**src/rtl/lut_writer_pkg.sv**
```systemverilog
// lut_writer_pkg: shared widths, writer states and the select-to-bit placement of the mux4 truth table
package lut_writer_pkg;
  localparam int SEL_W = 4;
  localparam int LUT_W = 1 << SEL_W;
  typedef enum logic [1:0] {IDLE, LOAD, COMMIT} lut_wr_state_t;
  function automatic logic [SEL_W-1:0] lut_pos(input logic [SEL_W-1:0] sel);
    return 4'd15 - {sel[0], sel[1], sel[2], sel[3]};
  endfunction
endpackage

```
**src/rtl/lut_demux.sv**
```systemverilog
// lut_demux: one-hot per-bit write enable for the table entry addressed by sel
module lut_demux
  import lut_writer_pkg::*;
(
  input  logic [SEL_W-1:0] sel,
  input  logic             en,
  output logic [LUT_W-1:0] we
);
  always_comb begin
    we = '0;
    we[lut_pos(sel)] = en;
  end
endmodule

```
**src/rtl/lut_writer.sv**
```systemverilog
// lut_writer: streamed/single-entry writer for the mux4 truth table; LUT_WRITER_SHADOW_EN makes streamed loads commit atomically
module lut_writer
  import lut_writer_pkg::*;
#(
  parameter int SEL_W = 4
) (
  input  logic                   clk,
  input  logic                   rst,
  input  logic                   load_start,
  input  logic                   ser_valid,
  input  logic                   ser_data,
  output logic                   ser_ready,
  input  logic                   wr_valid,
  input  logic [SEL_W-1:0]       wr_sel,
  input  logic                   wr_data,
  output logic                   wr_ready,
  output logic [(1<<SEL_W)-1:0]  lut,
  output logic                   busy,
  output logic                   done
);
  localparam int LW = 1 << SEL_W;
  lut_wr_state_t state;
  logic [SEL_W-1:0] cnt;
  logic ser_acc, wr_acc, bit_d;
  logic [LW-1:0] we, lut_nx;
  assign ser_ready = state == LOAD && !load_start;
  assign wr_ready  = state == IDLE && !load_start;
  assign ser_acc   = ser_ready && ser_valid;
  assign wr_acc    = wr_ready && wr_valid;
  assign bit_d     = ser_acc ? ser_data : wr_data;
  lut_demux u_demux (
    .sel(ser_acc ? cnt : wr_sel),
    .en (ser_acc || wr_acc),
    .we (we)
  );
  always_ff @(posedge clk or posedge rst)
    if (rst) begin
      state <= IDLE;
      cnt   <= '0;
      busy  <= 1'b0;
      done  <= 1'b0;
    end else begin
      done <= 1'b0;
      if (state == IDLE) begin
        if (load_start) begin
          state <= LOAD;
          cnt   <= '0;
          busy  <= 1'b1;
        end
      end else if (state == LOAD) begin
        if (load_start) cnt <= '0;
        else if (ser_valid && cnt == '1) begin
          state <= COMMIT;
          done  <= 1'b1;
        end else if (ser_valid) cnt <= cnt + 1'b1;
      end else begin
        state <= IDLE;
        busy  <= 1'b0;
      end
    end
`ifdef LUT_WRITER_SHADOW_EN
  logic [LW-1:0] shadow, shadow_nx;
  assign shadow_nx = (shadow & ~we) | (we & {LW{bit_d}});
  assign lut_nx    = (lut & ~we) | (we & {LW{bit_d}});
  // the last streamed bit is merged on the fly so lut flips in the same edge that raises done
  always_ff @(posedge clk or posedge rst)
    if (rst) begin
      shadow <= '0;
      lut    <= '0;
    end else begin
      shadow <= shadow_nx;
      if (wr_acc) lut <= lut_nx;
      else if (ser_acc && cnt == '1) lut <= shadow_nx;
    end
`else
  assign lut_nx = (lut & ~we) | (we & {LW{bit_d}});
  always_ff @(posedge clk or posedge rst)
    if (rst) lut <= '0;
    else lut <= lut_nx;
`endif
endmodule

```
**config.mk**
```make
export PLATFORM = sky130hd
export DESIGN_NAME = lut_writer
export DESIGN_NICKNAME = d
export VERILOG_FILES = /design/src/rtl/lut_writer_pkg.sv /design/src/rtl/lut_demux.sv /design/src/rtl/lut_writer.sv
export SDC_FILE = /design/constraint.sdc
export NUM_CORES = 1
export LEC_CHECK = 0
export ABC_CLOCK_PERIOD_IN_PS = 2900
export CAP_MARGIN = 10
export CORE_MARGIN = 2
export CORE_UTILIZATION = 40
export DETAILED_ROUTE_END_ITERATION = 6
export PLACE_DENSITY = 0.7
export RECOVER_POWER = 50
export SYNTH_ARGS = -nofsm -noshare
export SYNTH_HDL_FRONTEND = slang
export SYNTH_HIERARCHICAL = 1
export SYNTH_SLANG_ARGS = --single-unit
```
**constraint.sdc**
```tcl
create_clock -name clk -period 2.9 [get_ports clk]
set_input_delay 0.58 -clock clk [delete_from_list [all_inputs] [get_ports clk]]
set_output_delay 0.58 -clock clk [all_outputs]
set_load 0.1 [all_outputs]
```
; ---- Yosys cells after proc, flatten, opt, wreduce, memory -nomap -nowiden
; Index checks and enable logic that the tools add are counted.
[op_classes]
add_sub_neg = 2
magnitude_cmp = 2
n_eq_ne = 8
mux = 22
bitwise_logic = 5
reduce_logical = 13
[op_table]
columns = cell, n
row1 = AND 16 bit, 3
row2 = two-way mux 4 bit, 7
row3 = NOT 16 bit, 1
row4 = OR 16 bit, 1
row5 = two-way mux 2 bit, 5
row6 = two-way mux 1 bit, 9
row7 = logical AND 1 bit, 6
row8 = "inequality test 3 x 2 -> 1 bit, second input constant", 2
row9 = "inequality test 3 bit, second input constant", 2
row10 = "less-than comparator 4 x 5 -> 1 bit, second input constant", 1
row11 = "adder 4 x 1 -> 4 bit, second input constant", 1
row12 = demux 1 bit (select 4 bit), 1
row13 = "== test 4 bit, second input constant", 1
row14 = ">= comparator 4 x 1 -> 1 bit, second input constant", 1
row15 = AND reduction 4 bit, 1
row16 = "subtractor 4 bit, first input constant", 1
row17 = AND reduction 3 bit, 1
row18 = "== test 2 x 1 -> 1 bit, second input constant", 1
row19 = logical NOT 2 bit, 1
row20 = "inequality test 2 x 1 -> 1 bit, second input constant", 1
row21 = "inequality test 2 bit, second input constant", 1
row22 = AND reduction 2 bit, 1
row23 = nonzero test 2 bit, 1
row24 = logical NOT 1 bit, 1
row25 = logical OR 1 bit, 1
[word_totals]
reg_bits = 24
inputBits = 11
output_inout_bits = 20
word_cells = 57

; ---- Longest topological paths before layout
[logic_depth]
depth_word = 13
ltp_mapped = 8
depth_no_buf = 6

; ---- Hierarchy
; Netlist, hierarchy kept.
[by_module_without_submodules]
columns = mod, n_inst, cells_per_inst, area_each_um2
row1 = lut_writer, 1, 97, 1083.5
row2 = lut_demux, 1, 23, 117.6

; ---- Least setup slack after synthesis
; No wires, ideal clock.
[synth_timing]
path_type = in2reg
start = input port load_start
end = register (tool-made name)
setup_ns = 0.074
t_arrival_ns = 3.913
required_time_ns = 2.826
slack_ns = -1.087
cell_stages = 7
cell_sequence = buf_4 -> nor3_1 -> a21o_1 -> or3b_4 -> nor3_2 -> nor2_1 -> a21oi_2
[synth_rtl]
columns = element, line_no
row1 = start: declaration, lut_writer.sv:9  ; input logic load_start,

==> impl_metrics.toml <==
[worst_hold_path]
hold_path.class = "register to register"
hold_depth = 2

[worst_setup_path]
cp_num_cells = 8
path_class = "primary input to register"
cp_common_cell = "nor2_1"
r2r-start = "state[1]"
endpoint_kind = "register"
required_ps = 3150
cp.arrival_ps = 2720
cpMaxStageDelayCell = "dlygate4sd3_1"
max_stage_delay_ps = 580
reg2reg_depth = 7
start_kind = "primary input"
crit_start = "load_start"
cp_max_fo = 7
path_cells = "dlygate4sd3_1, nor4bb_4, buf_4, mux2_2, nand2b_1, nor2_1, nor2_1, a21oi_2"
critPathBufInv = 2
crit_family = "simple AND/OR/NAND/NOR gates"
rrSetupSlack_ps = 660

[power]
combPwrFrac_pct = 56.4
seqPwrFrac_pct = 29.2
powerDensity_nw_per_um2 = 1080
power_frac_clock_pct = 14.4
vdd.ir_drop.worst_mv = 0.646
p_sw_share_pct = 55.4
switchingPower_mw = 0.923
p_leak_nw = 0.676
internal_power_mw = 0.742

[timing]
worstMarginPinSlew_ps = 1170
relSlewSlack_pct = 22.6
tns_ps = 0
fin_crit_ps = 2470
fin_skew_ps = 4.66
fmax_mhz = 405
hold_ws_ps = 520
final_hold_viol_count = 0
fin_crit_sh_pct = 85.2
setup_violations = 0
final_max_slew_viol_count = 0
rsz0062_at_grt = "false"

[route]
wire_per_inst_um = 12.9
drt_iter0_drc = 49
vias_per_cell = 5.06
vias = 936
wirelength_um = 2380
ant_nets = 0
first_pass_iters = 6
drc = 3

[die]
placementRows = 19
io_pins = 31
die_y_um = 58.8
die_w_um = 58.8
die_area_um2 = 3460
floorplan.initialDensity_pct = 42.8
core_um2 = 2810

[final_layout]
fin_nets = 167
drive_above_1_share_pct = 27.3
n_antenna_cell = 0
finalInstanceArea_um2 = 1550
area_growth_pct = 28.7
fin_util_pct = 55.1

[clock_tree]
root_buffer = "clkbuf_4"
cts.sinks = 24
clkTransAtPathRegs_ps = 130
clock_latency_ps = 310
post_cts_resized = 0
numCtsBuffers = 3
cts_tree = "built"
cts_hold_buf = 0
htreeDepth = 1
cts_buffer_depth = 2
post_cts_buffers = 0

[synth]
seq_area_frac_synth_pct = 50.0
synth.cell_area_um2 = 1200
ys_ff_latch = 24
syn_inst = 120
syn-mean-instance-area_um2 = 10.0
ys_types = 28
synth-warning-count = 6
syn_nets = 132

[flow_run]
cap_violations = 0

[outcome]
outcome = "complete, but fails checks"
violations = "design-rule violations"

[place]
dpl_cell_area_um2 = 1520
routabilityCongestion = 0.788
dp_hpwl_um = 1800
port_buffers = 30

[grt]
grt_pass1_wl_um = 4020
grt_use_met3_pct = 2.86
grt_util_met2_pct = 23.0
antenna_found_initial = 0
grt_overflow = 0
grt_pass1_vias = 921
grt_most_used_layer = "met2"
grt_use_total_pct = 15.4
use_met1_pct = 20.9
grt_max_degree = 25
## worst min-delay path by stage
stage,slack [ps],start,end
after floorplan,480,cnt[3],cnt[3]
after global routing,560,register,register
after global placement,480,busy,busy
after CTS,520,busy,busy
after detailed placement,490,busy,busy
final,520,busy,busy
## power by group through the flow
stage / Clock, mW / Combinational, mW / Sequential (mW)
after floorplan: 0 / 0.161 / 1.10
after global placement: 0 / 0.963 / 0.492
after detailed placement: 0 / 0.966 / 0.496
after CTS: 0.249 / 0.966 / 0.489
after global routing: 0.260 / 0.976 / 0.500
final: 0.240 / 0.939 / 0.487
## area by class of cell
class                           count  area (um2)
Timing Repair Buffer               34         279
Fill cell                         260        1260
Inverter                            5        18.8
Multi-Input combinational cell     87         557
Clock inverter                      1        30.0
Sequential cell                    24         601
Clock buffer                        3        22.5
Tap cell                           31        38.8
## layer usage
layer,up-vias,part of all wire [%]
li1,485,-
met1,416,48
met2,29,45
met3,6,4.8
met4,0,2.8
met5,-,0
## synth_stat cells (all sizes together)
cell    number  share of area (%)
a41oi        1               0.73
nand2b       3                1.6
a21oi       19                 11
a21o         1               0.63
mux2         4                3.7
nor4bb       1                2.1
ha           1                1.0
a31oi        2                1.0
o21ai        1               0.42
dfrtp       24                 50
mux2i        2                2.0
buf          4                3.4
nand3        3                1.2
nor3         6                2.9
and3         1               0.52
o22ai        1               0.52
nor4         2                1.0
inv          5                1.6
o21ba        1               0.83
nor2        30                9.4
or3b         1               0.94
nand3b       3                1.9
nand2        3               0.94
nand4        1               0.52
## layout by cell type, fill, tap and decap left out, drive strengths merged, types with 2 or more instances in the layout
cell type,instances
buf,17
nand3b,3
mux2,4
nor3,6
dfrtp,24
nor4,2
a31oi,2
nand2,3
clkbuf,10
inv,5
nor2,30
clkdlybuf4s50,8
nand3,3
mux2i,2
a21oi,19
dlygate4sd3,2
nand2b,3
## worst reg2reg max path, cell delays in order (launching register included)
cell	delay, ps
dfrtp_1	560
nor4bb_4	440
buf_4	210
mux2_2	390
nand2b_1	210
nor2_1	220
nor2_1	70
a21oi_2	90
## stage by stage
stage	setup WS [ps]	std cells	total power [mW]
after CTS	482	185	1.70
final	430	185	1.67
after floorplan	324	120	1.26
after detailed placement	139	181	1.46
after global routing	307	185	1.74
after global placement	188	181	1.46
## cell families after synthesis
kind of cell | count (synthesis) | synth area share [%]
mux | 6 | 5.73
compound gates | 26 | 15.2
buf+inv | 9 | 5.00
simple gates | 54 | 23.0
flops | 24 | 50.0
fa+ha+maj | 1 | 1.04
Power figures use the tool's default switching activity.
